--- src/rtl/uart_alu_pkg.sv ---
// Shared definitions for the UART-ALU system: controller state encoding,
// default widths and the ALU opcode set.
package uart_alu_pkg;

    localparam int DATA_W_DEF = 8;
    localparam int OP_W_DEF   = 6;

    // Controller states, 3-bit encoding
    localparam logic [2:0] S_A       = 3'd0;
    localparam logic [2:0] S_B       = 3'd1;
    localparam logic [2:0] S_OP      = 3'd2;
    localparam logic [2:0] S_EXEC    = 3'd3;
    localparam logic [2:0] S_SEND    = 3'd4;
    localparam logic [2:0] S_WAIT_TX = 3'd5;

    // ALU opcodes
    localparam logic [5:0] ALU_ADD = 6'h20;
    localparam logic [5:0] ALU_SUB = 6'h22;
    localparam logic [5:0] ALU_AND = 6'h24;
    localparam logic [5:0] ALU_OR  = 6'h25;
    localparam logic [5:0] ALU_XOR = 6'h26;
    localparam logic [5:0] ALU_NOR = 6'h27;
    localparam logic [5:0] ALU_SRA = 6'h03;
    localparam logic [5:0] ALU_SRL = 6'h02;

    // True while a frame is partially received and inter-byte time matters
    function automatic logic in_frame(input logic [2:0] s);
        return (s == S_B) || (s == S_OP);
    endfunction

endpackage

--- src/rtl/uart_alu_intf_ctrl_timeout_counter.sv ---
// Inter-byte timeout counter: counts enabled s_tick pulses and flags the
// pulse that would reach TICKS. Only built with UART_ALU_INTF_TIMEOUT_EN.
`ifdef UART_ALU_INTF_TIMEOUT_EN
module intf_timeout_counter #(
    parameter int unsigned TICKS = 49152,
    parameter int          W     = 16
) (
    input  logic clk,
    input  logic reset,
    input  logic clr,
    input  logic en,
    output logic tc
);

    localparam logic [W-1:0] LAST = W'(TICKS - 1);

    logic [W-1:0] count;

    // tc marks the tick that would make the count equal TICKS
    assign tc = en && (count == LAST);

    always_ff @(posedge clk) begin
        if (reset || clr || tc) begin
            count <= '0;
        end else if (en) begin
            count <= count + W'(1);
        end
    end

endmodule
`endif

--- src/rtl/uart_alu_intf_ctrl.sv ---
// Sequencer between UART RX, ALU and UART TX: collects A, B, opcode, drives
// the ALU and sends one result byte. Optional timeout: UART_ALU_INTF_TIMEOUT_EN.
module uart_alu_intf_ctrl
    import uart_alu_pkg::*;
#(
    parameter int          DATA_W        = DATA_W_DEF,
    parameter int          OP_W          = OP_W_DEF,
    parameter int unsigned TIMEOUT_TICKS = 49152,
    parameter int          TO_W          = 16
) (
    input  logic              clk,
    input  logic              reset,
    input  logic              s_tick,
    input  logic [DATA_W-1:0] rx_data,
    input  logic              rx_done_tick,
    input  logic              tx_done_tick,
    input  logic [DATA_W-1:0] alu_result,
    output logic [DATA_W-1:0] alu_a,
    output logic [DATA_W-1:0] alu_b,
    output logic [OP_W-1:0]   alu_op,
    output logic [DATA_W-1:0] tx_data,
    output logic              tx_start,
    output logic              overrun,
    output logic              timeout_tick
);

    logic [2:0] state;
    logic [2:0] state_next;
    logic       timeout_hit;
    logic       load_a;
    logic       load_b;
    logic       load_op;
    logic       drop;

`ifdef UART_ALU_INTF_TIMEOUT_EN
    logic cnt_clr;
    logic cnt_en;
    logic cnt_tc;
    logic timeout_q;

    assign cnt_en  = s_tick && in_frame(state);
    assign cnt_clr = rx_done_tick || !in_frame(state);

    intf_timeout_counter #(
        .TICKS (TIMEOUT_TICKS),
        .W     (TO_W)
    ) u_timeout (
        .clk   (clk),
        .reset (reset),
        .clr   (cnt_clr),
        .en    (cnt_en),
        .tc    (cnt_tc)
    );

    // A byte arriving together with the expiring tick keeps the frame alive
    assign timeout_hit = cnt_tc && !rx_done_tick;

    always_ff @(posedge clk) begin
        if (reset) begin
            timeout_q <= 1'b0;
        end else begin
            timeout_q <= timeout_hit;
        end
    end

    assign timeout_tick = timeout_q;
`else
    logic unused_cfg;

    assign unused_cfg   = s_tick ^ TIMEOUT_TICKS[0] ^ TO_W[0];
    assign timeout_hit  = 1'b0;
    assign timeout_tick = 1'b0;
`endif

    always_comb begin
        state_next = state;
        case (state)
            S_A: begin
                if (rx_done_tick) state_next = S_B;
            end
            S_B: begin
                if (rx_done_tick)     state_next = S_OP;
                else if (timeout_hit) state_next = S_A;
            end
            S_OP: begin
                if (rx_done_tick)     state_next = S_EXEC;
                else if (timeout_hit) state_next = S_A;
            end
            S_EXEC:  state_next = S_SEND;
            S_SEND:  state_next = S_WAIT_TX;
            S_WAIT_TX: begin
                // A byte landing with tx_done is operand A of the next frame
                if (tx_done_tick) state_next = rx_done_tick ? S_B : S_A;
            end
            default: state_next = S_A;
        endcase
    end

    assign load_a  = rx_done_tick &&
                     ((state == S_A) || ((state == S_WAIT_TX) && tx_done_tick));
    assign load_b  = rx_done_tick && (state == S_B);
    assign load_op = rx_done_tick && (state == S_OP);
    assign drop    = rx_done_tick &&
                     ((state == S_EXEC) || (state == S_SEND) ||
                      ((state == S_WAIT_TX) && !tx_done_tick));

    always_ff @(posedge clk) begin
        if (reset) begin
            state   <= S_A;
            alu_a   <= '0;
            alu_b   <= '0;
            alu_op  <= '0;
            tx_data <= '0;
            overrun <= 1'b0;
        end else begin
            state <= state_next;
            if (load_a)  alu_a  <= rx_data;
            if (load_b)  alu_b  <= rx_data;
            if (load_op) alu_op <= rx_data[OP_W-1:0];
            if (state == S_EXEC) tx_data <= alu_result;
            if (drop) overrun <= 1'b1;
        end
    end

    // Decoded from the state register so the pulse lines up with S_SEND
    assign tx_start = (state == S_SEND);

endmodule

--- config.mk ---
export PLATFORM = sky130hd
export DESIGN_NAME = uart_alu_intf_ctrl
export DESIGN_NICKNAME = d
export VERILOG_FILES = /design/src/rtl/uart_alu_pkg.sv /design/src/rtl/uart_alu_intf_ctrl_timeout_counter.sv /design/src/rtl/uart_alu_intf_ctrl.sv
export SDC_FILE = /design/constraint.sdc
export NUM_CORES = 1
export LEC_CHECK = 0
export BUFFER_PORTS_ARGS = -buffer_cell sky130_fd_sc_hd__buf_4
export CAP_MARGIN = 20
export CELL_PAD_IN_SITES_DETAIL_PLACEMENT = 0
export CELL_PAD_IN_SITES_GLOBAL_PLACEMENT = 1
export CORE_AREA = 2 2 71 73
export DETAILED_ROUTE_END_ITERATION = 10
export DIE_AREA = 0 0 73 75
export GPL_ROUTABILITY_DRIVEN = 0
export PLACE_DENSITY = 0.84
export SLEW_MARGIN = 10
export SYNTH_ARGS = -nofsm -noshare
export SYNTH_HDL_FRONTEND = slang
export SYNTH_SLANG_ARGS = --single-unit
--- constraint.sdc ---
create_clock -name clk -period 1.1 [get_ports clk]
set_input_delay 0.055 -clock clk [delete_from_list [all_inputs] [get_ports clk]]
set_output_delay 0.055 -clock clk [all_outputs]
set_load 0.005 [all_outputs]
==> impl_metrics.tcl <==
set metrics [dict create \
    vias 1347 \
    tightest_slew_ns 0.504 \
    cts_sinks 34 \
    syn_to_final_growth_pct 56.2 \
    ys_seq_area_frac 0.465 \
    cts.clk_slew.worst_paths_ns 0.07 \
    yosys-top-cells-count "dfxtp_1, mux2i_1, nor2_1" \
    hold_class "input pin to register" \
    yosys.area_share.simple 0.233 \
    met3_length_um 267 \
    r2r_cells 4 \
    worst_slack_ns -0.0974 \
    post-route-period-util 1.09 \
    dp_hpwl_mm 2.52 \
    setup_viol 24 \
    crit_chain "buf_6, nor2b_4, nor2b_4, buf_6" \
    synth_flop_cell "dfxtp_1" \
    cts.root.buffer_cell "clkbuf_8" \
    io_pins 54 \
    insertion_delay_ns 0.29 \
    first_global_vias 1268 \
    wl_met1_mm 1.60 \
    clock.fmax_ghz 0.835 \
    critPathLaunch "state[2]$_SDFFE_PP0P_" \
    status "finished with violations" \
    yosysTopAreaCell "dfxtp_1" \
    via_per_inst 4.76 \
    topRoutingLayerUsed "met4" \
    arrival_ns 1.14 \
    wire_per_inst_um 13.1 \
    synthAdderAreaFrac 0 \
    cts_tree "yes" \
    wl_met2_mm 1.80 \
    maxCapViolCount 0 \
    drive_gt1_frac 0.437 \
    clk_path_buf_depth 2 \
    drt-pass1-iter-count 4 \
    skew_ns 0.0102 \
    antenna_found_initial 0 \
    rsz0062_at_grt "yes" \
    rrSetupSlack_ns -0.08 \
    num_antenna_cells 0 \
    rr_startpoint "state[2]$_SDFFE_PP0P_" \
    synth_xor_xnor_area_share 0 \
    slew_viol_final 0 \
    grt_pass1_wl_mm 5.84 \
    postLayoutCoreUtil 0.491 \
    async_reset_ff_frac 0 \
    wl_mm 3.71 \
    fp.dieW_um 73 \
    grtUsageTotal 0.138 \
    drt_iter0_drc 85 \
    placementRows 25 \
    cts_buffers 5 \
    grt_max_degree 14 \
    cp_slowest_stage_delay_ns 0.38 \
    synth_top_family_by_area "simple AND/OR/NAND/NOR gates" \
    powerDensity_nw_per_um2 1220 \
    synth-compound-area-share 0.0709 \
    crit_type "register to output port" \
    ir_drop_uv 718 \
    synth_top_area_frac 0.465 \
    syn-num-nets 178 \
    ys_types 26 \
    cp_top_family "flip-flops" \
    p_leak_uw 0.00104 \
    synthTopCellsByArea "dfxtp_1, mux2i_1, nor2_1" \
    fin_nets 249 \
    cp.depth 4 \
    failed_checks "setup timing" \
    avgSynthCellArea_um2 9.33 \
    reg2reg_to "alu_b[4]$_SDFFE_PP0P_" \
    htree_levels 2 \
    core_um2 4660 \
    crit_slowest_cell "dfxtp_4" \
    dieArea_um2 5480 \
    portBuffers 51 \
    critPathBufInv 2 \
    relSlewSlack 0.664 \
    grt.overflow.total 0 \
    netlist_instances 157 \
    finalHoldViolations 0 \
    muxShareOfSynthArea 0.164 \
    fp.dieH_um 75 \
    netlist_area_um2 1470 \
    synth-seq-cells 34 \
    crit_fanout 7 \
    endpoint_kind "output port" \
    synth_most_common_cell "dfxtp_1" \
    synth_edf_count 0 \
    ant_nets 0 \
    initial_core_util 0.314 \
    drc 0 \
    worstSetupEndpoint "tx_start" \
    ys_warn_count 0 \
    startpoint_type "register" \
    hold_ws_ns 0.0167 \
    fin_crit_ns 1.20 \
    worstPathRequired_ns 1.04 \
]
-- per-stage QoR --
stage                     TNS, ns  setup slack [ns]  power [uW]  instances  area [um^2]
after floorplan            -0.374           -0.0467        1560        157         1480
after global placement      -1.46           -0.0776        1750        259         1910
after detailed placement    -2.16            -0.123        1750        259         1910
after CTS                   -1.12            -0.113        2770        276         2190
after global routing        -2.95            -0.150        2920        283         2290
final                       -1.17           -0.0974        2780        283         2290
-- cell families (layout without fill, tap and decap cells) --
logic type,Yosys count,in the layout
flip-flops,34,34
AO/OA/AOI/OAI,13,13
buffers and inverters,15,87
multiplexers,24,24
other,1,1
AND/OR/NAND/NOR,70,70
-- worst min-delay path by stage --
stage | cells past startpoint | slack (ns) | endpoint | from
after detailed placement | 3 | 0.29 | tx_data[5]$_SDFFE_PP0N_ | alu_result[5]
after CTS | 3 | 0.00004 | tx_data[6]$_SDFFE_PP0N_ | alu_result[6]
final | 3 | 0.02 | tx_data[7]$_SDFFE_PP0N_ | alu_result[7]
after floorplan | 2 | 0.19 | overrun$_SDFFE_PP0P_ | rx_done_tick
after global routing | 3 | 0.03 | alu_b[6]$_SDFFE_PP0P_ | rx_data[6]
after global placement | 3 | 0.29 | tx_data[1]$_SDFFE_PP0N_ | alu_result[1]
-- layer usage --
layer	GRT usage	vias to the layer above
li1	-	676
met1	0.174	620
met2	0.221	47
met3	0.0482	4
met4	0.0432	0
met5	0	-
-- flip-flops by register name, summed over array words and instances (netlist names) --
signal and count:
alu_op 6, alu_b 8, tx_data 8, alu_a 8
overrun 1, state 3
-- worst register-to-register path, cell delays in order (launching register included) --
cell and delay (ns):
dfxtp_4 0.37, and4bb_1 0.31, buf_6 0.15, mux2i_1 0.19, nor2_1 0.06
-- placed cells by master, fill, tap and decap left out, types with 3 or more instances in the layout --
cell / count
buf_4: 65
dfxtp_1: 31
mux2i_1: 24
nor2_1: 23
nand3_1: 16
nand2_1: 11
nor2b_1: 8
o2111ai_2: 7
buf_6: 7
clkbuf_8: 6
dlygate4sd3_1: 6
nor2b_4: 3
dfxtp_4: 3
-- where the power goes --
group	total, uW	internal, uW	switching, uW
sequential	1330	1290	40.3
combinational	500	280	220
clock	952	505	448
-- cell type report --
class                           instances  area (um^2)
Fill cell                             441         2370
Clock buffer                            7         86.3
Clock inverter                          1         5.00
Multi-Input combinational cell        108          807
Sequential cell                        34          692
Inverter                                1         3.75
Tap cell                               54         67.6
Timing Repair Buffer                   78          627
-- timing repair --
item,4_1_cts,5_1_grt
resized for setup,27,8
hold endpoints to repair,6,0
hold buffers,6,0
pin swaps,12,4
gates cloned,0,0
buffers inserted,4,7
setup endpoints to repair,33,34
(Power assumes the default switching activity.)
